===== src/rtl/matmul_sequencer.sv =====
// matmul_sequencer: walks i/j/k over row-major A and B buffers, accumulates
// each dot product from one-cycle-latency reads and writes it into C.
// Optional feature macro: MATMUL_SEQ_SAT_EN (saturating accumulation).
// Without it the accumulator wraps modulo 2^ACCW.
module matmul_sequencer #(
    parameter int MAX_N = 8,
    parameter int AW    = 6,
    parameter int DW    = 8,
    parameter int ACCW  = 16
) (
    input  logic            clk,
    input  logic            rst_n,
    input  logic            start,
    input  logic            abort,
    input  logic [3:0]      matrix_size,
    output logic            busy,
    output logic            done,
    output logic            err_size,
    output logic            a_rd_en,
    output logic [AW-1:0]   a_addr,
    input  logic [DW-1:0]   a_rd_data,
    output logic            b_rd_en,
    output logic [AW-1:0]   b_addr,
    input  logic [DW-1:0]   b_rd_data,
    output logic            c_wr_en,
    output logic [AW-1:0]   c_addr,
    output logic [ACCW-1:0] c_wr_data
);

    typedef enum logic [2:0] {
        S_IDLE,
        S_FETCH,
        S_DRAIN,
        S_WRITE,
        S_DONE
    } state_t;

    localparam logic [4:0] MAX_N_W = 5'(MAX_N);

    state_t          state_q, state_d;
    logic [3:0]      n_q, n_d;
    logic [3:0]      i_q, i_d;
    logic [3:0]      j_q, j_d;
    logic [3:0]      k_q, k_d;
    logic [ACCW-1:0] acc_q, acc_d;
    // pend: read data arrives this cycle; pend_first: that data is for k=0
    logic            pend_q, pend_d;
    logic            pend_first_q, pend_first_d;
    logic            rd_first_q, rd_first_d;

    logic            busy_q, busy_d;
    logic            done_q, done_d;
    logic            err_size_q, err_size_d;
    logic            rd_en_q, rd_en_d;
    logic [AW-1:0]   a_addr_q, a_addr_d;
    logic [AW-1:0]   b_addr_q, b_addr_d;
    logic            c_wr_en_q, c_wr_en_d;
    logic [AW-1:0]   c_addr_q, c_addr_d;
    logic [ACCW-1:0] c_wr_data_q, c_wr_data_d;

    logic [2*DW-1:0] prod_full;
    logic [ACCW-1:0] prod_ext;
    logic [ACCW-1:0] acc_base;
    logic [ACCW-1:0] acc_new;
    logic            size_ok;

`ifdef MATMUL_SEQ_SAT_EN
    logic            sat_q, sat_d;
    logic            sat_new;
    logic [ACCW:0]   sum_w;
`endif

    // Product and next accumulator value for the data arriving this cycle
    always_comb begin
        prod_full = (2*DW)'(a_rd_data) * (2*DW)'(b_rd_data);
        prod_ext  = ACCW'(prod_full);
        acc_base  = pend_first_q ? '0 : acc_q;
`ifdef MATMUL_SEQ_SAT_EN
        sum_w   = {1'b0, acc_base} + {1'b0, prod_ext};
        sat_new = (pend_first_q ? 1'b0 : sat_q) | sum_w[ACCW];
        acc_new = sat_new ? '1 : sum_w[ACCW-1:0];
`else
        acc_new = acc_base + prod_ext;
`endif
    end

    // Next-state, counter and registered-output computation
    always_comb begin
        state_d      = state_q;
        n_d          = n_q;
        i_d          = i_q;
        j_d          = j_q;
        k_d          = k_q;
        acc_d        = acc_q;
        pend_d       = rd_en_q;
        pend_first_d = rd_first_q;
        err_size_d   = 1'b0;
        size_ok      = (matrix_size != 4'd0) && ({1'b0, matrix_size} <= MAX_N_W);
`ifdef MATMUL_SEQ_SAT_EN
        sat_d        = sat_q;
`endif

        unique case (state_q)
            S_IDLE: begin
                if (start && !abort) begin
                    if (size_ok) begin
                        n_d     = matrix_size;
                        i_d     = '0;
                        j_d     = '0;
                        k_d     = '0;
                        state_d = S_FETCH;
                    end else begin
                        err_size_d = 1'b1;
                    end
                end
            end
            S_FETCH: begin
                if (k_q == n_q - 4'd1) begin
                    state_d = S_DRAIN;
                end else begin
                    k_d = k_q + 4'd1;
                end
            end
            S_DRAIN: begin
                state_d = S_WRITE;
            end
            S_WRITE: begin
                k_d = '0;
                if (j_q == n_q - 4'd1) begin
                    j_d = '0;
                    if (i_q == n_q - 4'd1) begin
                        state_d = S_DONE;
                    end else begin
                        i_d     = i_q + 4'd1;
                        state_d = S_FETCH;
                    end
                end else begin
                    j_d     = j_q + 4'd1;
                    state_d = S_FETCH;
                end
            end
            S_DONE: begin
                state_d = S_IDLE;
            end
            default: begin
                state_d = S_IDLE;
            end
        endcase

        if (pend_q) begin
            acc_d = acc_new;
`ifdef MATMUL_SEQ_SAT_EN
            sat_d = sat_new;
`endif
        end

        // Abort kills the sequence and any in-flight read data
        if (abort && (state_q != S_IDLE)) begin
            state_d      = S_IDLE;
            acc_d        = '0;
            pend_d       = 1'b0;
            pend_first_d = 1'b0;
`ifdef MATMUL_SEQ_SAT_EN
            sat_d        = 1'b0;
`endif
        end

        // Outputs are decoded from the next state so they register in step
        busy_d      = (state_d != S_IDLE);
        done_d      = (state_d == S_DONE);
        rd_en_d     = (state_d == S_FETCH);
        rd_first_d  = rd_en_d && (k_d == 4'd0);
        c_wr_en_d   = (state_d == S_WRITE);
        a_addr_d    = a_addr_q;
        b_addr_d    = b_addr_q;
        c_addr_d    = c_addr_q;
        c_wr_data_d = c_wr_data_q;
        if (rd_en_d) begin
            a_addr_d = AW'(i_d) * AW'(n_d) + AW'(k_d);
            b_addr_d = AW'(k_d) * AW'(n_d) + AW'(j_d);
        end
        if (c_wr_en_d) begin
            c_addr_d    = AW'(i_d) * AW'(n_d) + AW'(j_d);
            c_wr_data_d = acc_d;
        end
    end

    // State, counters, accumulator and output registers
    always_ff @(posedge clk or negedge rst_n) begin
        if (!rst_n) begin
            state_q      <= S_IDLE;
            n_q          <= '0;
            i_q          <= '0;
            j_q          <= '0;
            k_q          <= '0;
            acc_q        <= '0;
            pend_q       <= 1'b0;
            pend_first_q <= 1'b0;
            rd_first_q   <= 1'b0;
            busy_q       <= 1'b0;
            done_q       <= 1'b0;
            err_size_q   <= 1'b0;
            rd_en_q      <= 1'b0;
            a_addr_q     <= '0;
            b_addr_q     <= '0;
            c_wr_en_q    <= 1'b0;
            c_addr_q     <= '0;
            c_wr_data_q  <= '0;
`ifdef MATMUL_SEQ_SAT_EN
            sat_q        <= 1'b0;
`endif
        end else begin
            state_q      <= state_d;
            n_q          <= n_d;
            i_q          <= i_d;
            j_q          <= j_d;
            k_q          <= k_d;
            acc_q        <= acc_d;
            pend_q       <= pend_d;
            pend_first_q <= pend_first_d;
            rd_first_q   <= rd_first_d;
            busy_q       <= busy_d;
            done_q       <= done_d;
            err_size_q   <= err_size_d;
            rd_en_q      <= rd_en_d;
            a_addr_q     <= a_addr_d;
            b_addr_q     <= b_addr_d;
            c_wr_en_q    <= c_wr_en_d;
            c_addr_q     <= c_addr_d;
            c_wr_data_q  <= c_wr_data_d;
`ifdef MATMUL_SEQ_SAT_EN
            sat_q        <= sat_d;
`endif
        end
    end

    assign busy      = busy_q;
    assign done      = done_q;
    assign err_size  = err_size_q;
    assign a_rd_en   = rd_en_q;
    assign b_rd_en   = rd_en_q;
    assign a_addr    = a_addr_q;
    assign b_addr    = b_addr_q;
    assign c_wr_en   = c_wr_en_q;
    assign c_addr    = c_addr_q;
    assign c_wr_data = c_wr_data_q;

endmodule


===== config.mk =====
export PLATFORM = sky130hd
export DESIGN_NAME = matmul_sequencer
export DESIGN_NICKNAME = d
export VERILOG_FILES = /design/src/rtl/matmul_sequencer.sv
export SDC_FILE = /design/constraint.sdc
export NUM_CORES = 1
export LEC_CHECK = 0
export ABC_AREA = 1
export BUFFER_PORTS_ARGS = -buffer_cell sky130_fd_sc_hd__buf_2
export CELL_PAD_IN_SITES_DETAIL_PLACEMENT = 1
export CELL_PAD_IN_SITES_GLOBAL_PLACEMENT = 1
export CORE_ASPECT_RATIO = 1.2
export CORE_MARGIN = 1
export CORE_UTILIZATION = 46
export CTS_CLUSTER_DIAMETER = 30
export DETAILED_ROUTE_END_ITERATION = 8
export HOLD_SLACK_MARGIN = 0.02
export PLACE_DENSITY = 0.92
export SYNTH_ARGS = -nofsm -noshare
export SYNTH_HDL_FRONTEND = slang
export SYNTH_SLANG_ARGS = --single-unit

===== constraint.sdc =====
create_clock -name clk -period 5.6 [get_ports clk]
set_input_delay 0.84 -clock clk [delete_from_list [all_inputs] [get_ports clk]]
set_output_delay 0.84 -clock clk [all_outputs]
set_load 0.02 [all_outputs]

==> results of run 1 <==
## metrics by stage
step	cells	hold WS (ns)	worst slack (ns)	utilization [%]
5_1_grt	1209	0.502	0.0577	52.0
3_3_place_gp	1193	0.453	0.426	50.2
6_report	1209	0.471	0.393	52.0
2_1_floorplan	943	0.448	0.623	-
3_5_place_dp	1193	0.461	0.264	50.2
4_1_cts	1209	0.477	0.394	52.0
## synthesized netlist by cell type (all sizes together)
master	number	area (um^2)
a31oi	1	6.26
xnor2	5	43.8
ha	65	813
o21ai	58	320
a21oi	25	125
dfrtp	77	1930
nand3	35	215
nor4	2	27.5
clkinv	1	3.75
buf	10	95.1
nor2	53	226
inv	215	810
nand3b	1	7.51
o31ai	2	15.0
clkbuf	19	71.3
o2111ai	2	23.8
o211ai	2	15.0
o21bai	1	7.51
a211oi	3	22.5
fa	62	1240
nand4	9	56.3
o21a	3	22.5
nor3	9	50.1
nand2	256	986
mux2i	1	22.5
xor2	24	218
a21boi	1	7.51
or3	1	6.26
## power by group
group | internal (mW) | switching, mW
clock network | 0.301 | 0.246
logic | 1.36 | 2.47
registers | 0.782 | 0.167
total | 2.44 | 2.88
## cell families (layout without fill, tap and decap cells)
| group | count (synthesis) | after routing | share of synthesized area [%] |
|---|---|---|---|
| simple gates | 366 | 366 | 21.3 |
| buf+inv | 245 | 303 | 13.3 |
| fa+ha+maj | 127 | 127 | 27.8 |
| compound gates | 98 | 98 | 7.66 |
| flops | 77 | 77 | 26.1 |
| xor+xnor | 29 | 29 | 3.54 |
| mux | 1 | 1 | 0.305 |
## routing by layer
metal  part of all wire (%)  vias to the layer above
met2                     57                      124
met1                     37                     3097
met5                      0                        -
li1                       -                     2957
met3                    2.2                       73
met4                    4.7                        0
## flip-flops by register name, indices dropped and copies added, names as in the netlist, 4 cells and up
signal	cells
b_addr	6
j_q	4
c_addr	6
acc_q	16
n_q	4
a_addr	6
i_q	4
k_q	4
c_wr_data	16
## worst paths after layout
path | start | slack, ns | depth (start not counted) | end
setup / recovery | n_q[0] | 0.39 | 26 | a_addr[5]
hold / removal | b_addr[1] | 0.47 | 2 | b_addr[1]
setup reg to reg | n_q[0] | 0.39 | 26 | a_addr[5]
hold reg to reg | b_addr[1] | 0.47 | 2 | b_addr[1]
max in group asynchronous | rst_n | 4.32 | 1 | acc_q[7]
min in group asynchronous | rst_n | 0.66 | 1 | b_addr[0]
## final cells by class
| class | count | share of cell area [%] |
|---|---|---|
| clock inverter | 7 | 0.631 |
| tap | 208 | 3.20 |
| sequential | 77 | 23.7 |
| timing repair buffer | 71 | 4.65 |
| multi-input combinational | 621 | 55.1 |
| clock buffer | 9 | 2.77 |
| inverter | 216 | 10.0 |
## worst register-to-register path, stage by stage (launching register included)
cell	delay, ns
dfrtp_1	0.42
inv_2	0.11
ha_1	0.41
inv_1	0.12
nand2_1	0.08
nand2_1	0.05
nor2_1	0.11
nand3_2	0.10
nor2_4	0.19
nand2_1	0.13
nand2_2	0.12
nand2_1	0.06
a21boi_0	0.32
inv_1	0.13
nand2_1	0.11
fa_1	0.40
inv_1	0.09
fa_1	0.45
fa_1	0.55
ha_1	0.38
inv_1	0.11
nor2_1	0.07
o21ai_0	0.32
inv_1	0.08
nand3_1	0.09
nand3_1	0.08
nand2_1	0.07
==> impl_metrics.tcl, run 1 <==
set metrics [dict create \
    htree_levels 3 \
    io-pin-count 64 \
    rsz0062_at_grt "no" \
    grt_use_met3_pct 2.95 \
    dr.pass1.iters 4 \
    wl_per_cell_um 16.8 \
    grt_first_pass_wirelength_um 34100 \
    clock_latency_ns 0.34 \
    power_mw 5.32 \
    maxSlewViolCount 0 \
    antenna_found_initial 0 \
    finalNetCount 1147 \
    grt.overflow.total 0 \
    crit_required_ns 5.88 \
    cts_tree "built" \
    hold_viol 0 \
    drive_above_1_share_pct 12.5 \
    worst_path_dominant_cell_family "adder cells" \
    synth_area_mm2 0.00739 \
    grtUsageTotal_pct 26.2 \
    cts_made_buffers 9 \
    antenna_cells 0 \
    finClkSkew_ns 0.00884 \
    cts_root_buffer "clkbuf_16" \
    fin_area_mm2 0.00813 \
    worstSetupEndpointType "flip-flop" \
    crit_path_top_delay_cell "fa_1" \
    slew_headroom_pct 33.4 \
    syn_avg_cell_area_um2 7.83 \
    cts_setup_buffers 0 \
    rows 50 \
    min_period_over_period_pct 93.0 \
    start_kind "flip-flop" \
    yosysSeqAreaShare_pct 26.1 \
    status "finished, final reports clean" \
    hpwl_um 16200 \
    seq_area_mm2 0.00193 \
    final_antenna_net_count 0 \
    ys_seq_elements 77 \
    grt_start_max_net_pins 78 \
    power.leakage_nw 4.74 \
    fill_cells 2006 \
    hold_path.class "reg2reg" \
    tightest_slew_ns 0.995 \
    finalSetupTns_ns 0 \
    synth_cells 943 \
    cts_buffer_depth 2 \
    arrival_ns 5.49 \
    critical_path.most_common_cell "nand2_1" \
    synth_nets 1094 \
    avgViaCountPerCell 5.17 \
    crit_fanout 8 \
    finalWirelength_um 20300 \
    top_usage_layer "met2" \
    io_buffers 63 \
    synthDistinctLibCells 44 \
    path_class "reg2reg" \
    min_period_ns 5.21 \
    slowest_delay_ns 0.55 \
    cts_resized 0 \
    route.detailed.drc 0 \
    finalSetupViolations 0 \
    cts_hold_buf 0 \
    final_common_cell "nand2_1" \
    routabilityCongestion 0.903 \
    worst-path-buf-inv 6 \
    syn_to_final_growth_pct 10.1 \
    mostFrequentLayoutCells "nand2_1, inv_1, dfrtp_1" \
    first_global_vias 7073 \
    routed-via-count 6251 \
    fp.dieArea_mm2 0.0166 \
    drt-initial-drc-count 168 \
    core_mm2 0.0156 \
    use_met2_pct 52.5 \
    initial_utilization_pct 47.2 \
    vdd_drop_max_mv 0.301 \
    path_clk_slew_ns 0.06 \
    die_w_um 118 \
    die_y_um 141 \
    dpl_cell_area_mm2 0.00786 \
    numClockSinks 77 \
    max-cap-violations 0 \
    ys_warn_count 0 \
    fmax_ghz 0.192 \
    power.density_mw_per_mm2 654 \
    grt_util_met1_pct 26.0 \
    multiInputGateArea_mm2 0.00448 \
]
(Power assumes the default switching activity.)
==> inputs of run 2 (changes only) <==
--- a/config.mk
+++ b/config.mk
@@ -11,11 +11,12 @@
 export CELL_PAD_IN_SITES_GLOBAL_PLACEMENT = 1
 export CORE_ASPECT_RATIO = 1.2
 export CORE_MARGIN = 1
-export CORE_UTILIZATION = 46
+export CORE_UTILIZATION = 47
+export CTS_BUF_LIST = sky130_fd_sc_hd__clkbuf_2 sky130_fd_sc_hd__clkbuf_4 sky130_fd_sc_hd__clkbuf_8
 export CTS_CLUSTER_DIAMETER = 30
 export DETAILED_ROUTE_END_ITERATION = 8
 export HOLD_SLACK_MARGIN = 0.02
-export PLACE_DENSITY = 0.92
+export PLACE_DENSITY = 0.94
 export SYNTH_ARGS = -nofsm -noshare
 export SYNTH_HDL_FRONTEND = slang
 export SYNTH_SLANG_ARGS = --single-unit
==> impl_metrics.tcl, run 2 (synthesis results as in run 1) <==
set metrics [dict create \
    r2r_end "b_addr[5]" \
    initial_utilization_pct 48.8 \
    min_period_ns 5.20 \
    rows 49 \
    multiInputGateArea_mm2 0.00448 \
    antenna_found_initial 0 \
    stdcell_count 1204 \
    finalWirelength_um 20400 \
    final_antenna_net_count 0 \
    cts_resized 0 \
    power.density_mw_per_mm2 652 \
    grtUsageTotal_pct 27.6 \
    finalSetupViolations 0 \
    crit_fanout 8 \
    crit_path_top_delay_cell "fa_1" \
    crit_required_ns 5.86 \
    io_buffers 63 \
    seq_area_mm2 0.00193 \
    finalSetupTns_ns 0 \
    cp_cell_sequence "inv_2 > ha_1 > inv_1 > nand2_1 > nand4_1 > nor2_2 > nand3_1 > o21ai_0 > a21oi_2 > inv_1 > nand2_1 > fa_1 > fa_1 > fa_1 > inv_1 > ha_1 > nand2_1 > o21ai_0 > xor2_1 > nand3b_1 > nand3_1 > nand3_1 > nand2_1" \
    first_global_vias 7050 \
    slowest_delay_ns 0.51 \
    cts_made_buffers 9 \
    grt_first_pass_wirelength_um 34300 \
    vdd_drop_max_mv 0.280 \
    slew_headroom_pct 33.0 \
    startpoint "n_q[0]" \
    cts_tree "built" \
    power.leakage_nw 4.73 \
    io-pin-count 64 \
    clock_latency_ns 0.37 \
    core_mm2 0.0151 \
    cts_hold_buf 0 \
    finClkSkew_ns 0.00970 \
    r2r-start "n_q[0]" \
    rsz0062_at_grt "no" \
    fp.dieArea_mm2 0.0162 \
    route.detailed.drc 0 \
    htree_levels 3 \
    rrSetupSlack_ns 0.40 \
    tightest_slew_ns 1.01 \
    cts_setup_buffers 0 \
    max-cap-violations 0 \
    die_y_um 139 \
    fmax_ghz 0.192 \
    hold_path.class "reg2reg" \
    dr.pass1.iters 4 \
    die_w_um 116 \
    path_class "reg2reg" \
    final_common_cell "nand2_1" \
    numClockSinks 77 \
    cts_buffer_depth 2 \
    reg2reg_depth 23 \
    dpl_cell_area_mm2 0.00785 \
    maxSlewViolCount 0 \
    cts_root_buffer "clkbuf_8" \
    cp.depth 23 \
    routed-via-count 6230 \
    antenna_cells 0 \
    mostFrequentLayoutCells "nand2_1, inv_1, dfrtp_1" \
    fill_cells 1932 \
    avgViaCountPerCell 5.17 \
    min_period_over_period_pct 92.8 \
    wl_per_cell_um 17.0 \
    hpwl_um 16500 \
    start_kind "flip-flop" \
    routabilityCongestion 0.913 \
    hold_slack_ns 0.482 \
    arrival_ns 5.46 \
    syn_to_final_growth_pct 9.69 \
    drt-initial-drc-count 204 \
    fin_area_mm2 0.00810 \
    path_clk_slew_ns 0.09 \
    finalNetCount 1146 \
    grt.overflow.total 0 \
    status "finished, final reports clean" \
    dp_cells 1188 \
    worstSetupEndpointType "flip-flop" \
    critPathCapture "b_addr[5]" \
    worst-path-buf-inv 4 \
    grt_start_max_net_pins 78 \
    critical_path.most_common_cell "nand2_1" \
    worst_path_dominant_cell_family "adder cells" \
    drive_above_1_share_pct 12.5 \
    hold_viol 0 \
]
[run 2: cell types whose count changed in the layout (fill, tap and decap cells not counted), sizes merged]
| cell | before | now |
|---|---|---|
| bufinv | 0 | 3 |
| clkbuf | 9 | 11 |
| clkinv | 5 | 3 |
| clkinvlp | 2 | 0 |
| buf | 71 | 70 |
| inv | 216 | 215 |
[run 2: area by class of cell]
cell class / count / area share, %
multi-input cells: 621 / 55.3
inverters: 216 / 10.0
flip-flops and latches: 77 / 23.8
well taps: 204 / 3.15
clock buffers: 11 / 1.79
clock inverters: 5 / 1.33
repair buffers: 70 / 4.57
[run 2: stage by stage]
stage	setup slack (ns)	power, mW	utilization (%)
6_report	0.404	5.28	53.5
5_1_grt	0.114	5.85	53.5
4_1_cts	0.350	5.32	53.5
3_5_place_dp	0.199	4.70	51.8
3_3_place_gp	0.436	4.48	51.8
2_1_floorplan	0.623	3.70	-
[run 2: worst min-delay path by stage]
stage,start,endpoint,depth (start not counted)
after floorplan,rd_first_q,pend_first_q,2
after global placement,c_addr[0],c_addr[0],2
after detailed placement,b_addr[1],b_addr[1],2
after CTS,b_addr[1],b_addr[1],2
after global routing,rd_first_q,pend_first_q,2
final,b_addr[1],b_addr[1],2
[run 2: tightest hold or removal path, cell delays in order (launching register included)]
cell     delay (ns)
dfrtp_1        0.35
nand2_1        0.05
nand2_1        0.05
[run 2: power by group]
part | switching (mW) | internal (mW)
logic | 2.46 | 1.34
registers | 0.164 | 0.781
clock network | 0.225 | 0.315
total | 2.85 | 2.43
[run 2: layer usage]
layer	wire length (um)	track usage, %
met1	7240	27.4
met2	11700	54.4
met3	528	3.14
met4	931	13.6
met5	0	0
==> inputs of run 3 (changes only) <==
--- a/config.mk
+++ b/config.mk
@@ -11,12 +11,12 @@
 export CELL_PAD_IN_SITES_GLOBAL_PLACEMENT = 1
 export CORE_ASPECT_RATIO = 1.2
 export CORE_MARGIN = 1
-export CORE_UTILIZATION = 47
+export CORE_UTILIZATION = 31
 export CTS_BUF_LIST = sky130_fd_sc_hd__clkbuf_2 sky130_fd_sc_hd__clkbuf_4 sky130_fd_sc_hd__clkbuf_8
 export CTS_CLUSTER_DIAMETER = 30
 export DETAILED_ROUTE_END_ITERATION = 8
 export HOLD_SLACK_MARGIN = 0.02
-export PLACE_DENSITY = 0.94
+export PLACE_DENSITY = 0.69
 export SYNTH_ARGS = -nofsm -noshare
 export SYNTH_HDL_FRONTEND = slang
 export SYNTH_SLANG_ARGS = --single-unit
==> impl_metrics.tcl, run 3 (synthesis results as in run 1) <==
set metrics [dict create \
    status "finished, final reports clean" \
    wl_per_cell_um 14.7 \
    top_usage_layer "met2" \
    mostFrequentLayoutCells "nand2_1, inv_1, dfrtp_1" \
    cts_made_buffers 9 \
    rsz0062_at_grt "no" \
    fmax_ghz 0.198 \
    dr.pass1.iters 4 \
    finalSetupViolations 0 \
    htree_levels 3 \
    finalWorstSetupSlack_ns 0.549 \
    seq_area_mm2 0.00193 \
    hold_path.class "reg2reg" \
    dp_cells 1304 \
    p_sw_mw 2.77 \
    cts_setup_buffers 0 \
    power_mw 5.16 \
    min_period_ns 5.05 \
    avgViaCountPerCell 4.51 \
    cts_tree "built" \
    rows 61 \
    max-cap-violations 0 \
    tightest_slew_ns 1.04 \
    die_y_um 171 \
    drive_above_1_share_pct 12.8 \
    die_w_um 143 \
    clock_latency_ns 0.37 \
    initial_utilization_pct 31.7 \
    p_int_mw 2.39 \
    slew_headroom_pct 30.6 \
    use_met2_pct 33.3 \
    start_kind "flip-flop" \
    routabilityCongestion 0.827 \
    finalWirelength_um 19400 \
    power.density_mw_per_mm2 625 \
    antenna_found_initial 0 \
    seqPwrFrac_pct 18.2 \
    min_period_over_period_pct 90.2 \
    drt-initial-drc-count 149 \
    p_comb_share_pct 72.0 \
    crit_fanout 8 \
    cts_resized 0 \
    finClkSkew_ns 0.0143 \
    fin_area_mm2 0.00825 \
    io-pin-count 64 \
    routed-via-count 5958 \
    final_antenna_net_count 0 \
    antenna_cells 0 \
    finalNetCount 1151 \
    path_class "reg2reg" \
    grt_use_met3_pct 2.07 \
    final_common_cell "nand2_1" \
    dpl_cell_area_mm2 0.00802 \
    grt.overflow.total 0 \
    multiInputGateArea_mm2 0.00448 \
    route.detailed.drc 0 \
    maxSlewViolCount 0 \
    hpwl_um 16200 \
    fp.dieArea_mm2 0.0244 \
    vdd_drop_max_mv 0.265 \
    hold_viol 0 \
    syn_to_final_growth_pct 11.7 \
    cts_buffer_depth 2 \
    numClockSinks 77 \
    fill_cells 2889 \
    cts_root_buffer "clkbuf_8" \
    path_clk_slew_ns 0.09 \
    dp_slack_ns 0.265 \
    grt_start_max_net_pins 78 \
    worstSetupEndpointType "flip-flop" \
    first_global_vias 6480 \
    grt_util_met1_pct 20.3 \
    io_buffers 63 \
    stdcell_count 1320 \
    clkPwrFrac_pct 9.7 \
    cts_hold_buf 0 \
    finalSetupTns_ns 0 \
    grt_first_pass_wirelength_um 33000 \
    core_mm2 0.0233 \
    crit_required_ns 5.87 \
    power.leakage_nw 4.74 \
    switching_share_pct 53.7 \
    arrival_ns 5.32 \
    grtUsageTotal_pct 17.3 \
]
==> run 3: cell count changes in the layout (fill, tap and decap cells not counted) <==
cell        before  now
buf_4            8   13
inv_6            0    2
a21oi_1         24   25
a21oi_2          1    0
bufinv_16        3    2
clkbuf_4         1    0
clkinv_4         2    1
clkinvlp_4       0    1
==> run 3: final timing paths <==
kind,from,to,slack (ns),cells after the start
max,n_q[0],b_addr[5],0.55,25
min,a_addr[4],a_addr[4],0.48,2
max reg2reg,n_q[0],b_addr[5],0.55,25
min reg2reg,a_addr[4],a_addr[4],0.48,2
max in group asynchronous,rst_n,state_q[0],4.27,1
min in group asynchronous,rst_n,c_addr[5],0.63,1
==> run 3: area by class of cell <==
class                   count  share of cell area, %
clock buffers              10                   1.67
clock inverters             6                   1.14
inverters                 216                   9.85
multi-input cells         621                   54.3
flip-flops and latches     77                   23.3
well taps                 315                   4.78
repair buffers             75                   4.94
==> run 3: worst max-delay path, cell delays in order, from the launching register on <==
cell      delay, ns
dfrtp_1        0.44
inv_2          0.16
ha_1           0.21
inv_1          0.06
nand2_1        0.05
nand2_1        0.13
xor2_1         0.18
nor2_2         0.16
nand2_4        0.11
a21oi_1        0.13
o21ai_0        0.10
o21a_1         0.19
inv_1          0.14
nand2_1        0.09
fa_1           0.52
fa_1           0.52
fa_1           0.52
inv_1          0.04
ha_1           0.34
nand2_1        0.06
o21ai_0        0.20
xor2_1         0.21
nand3b_1       0.16
nand3_1        0.08
nand3_1        0.08
nand2_1        0.05
==> run 3: power by group through the flow <==
stage	Sequential, mW	Clock [mW]	Combinational [mW]
final	0.940	0.503	3.72
after CTS	0.947	0.521	3.79
after global routing	0.971	0.538	4.29
after global placement	0.950	0	3.67
after floorplan	1.04	0	2.66
after detailed placement	0.956	0	3.75
==> run 3: through the flow <==
stage,util (%),hold WS (ns)
6_report,35.5,0.483
5_1_grt,35.5,0.506
4_1_cts,35.5,0.490
3_5_place_dp,34.5,0.464
3_3_place_gp,34.5,0.459
2_1_floorplan,-,0.448
==> run 3: routing by layer <==
layer  share of wire (%)  routed length (um)  up-vias
met1                  43                8400     2928
met5                   0                   0        -
met3                 1.5                 292       16
met4                0.97                 189        0
met2                  54               10600       47
li1                    -                   -     2967
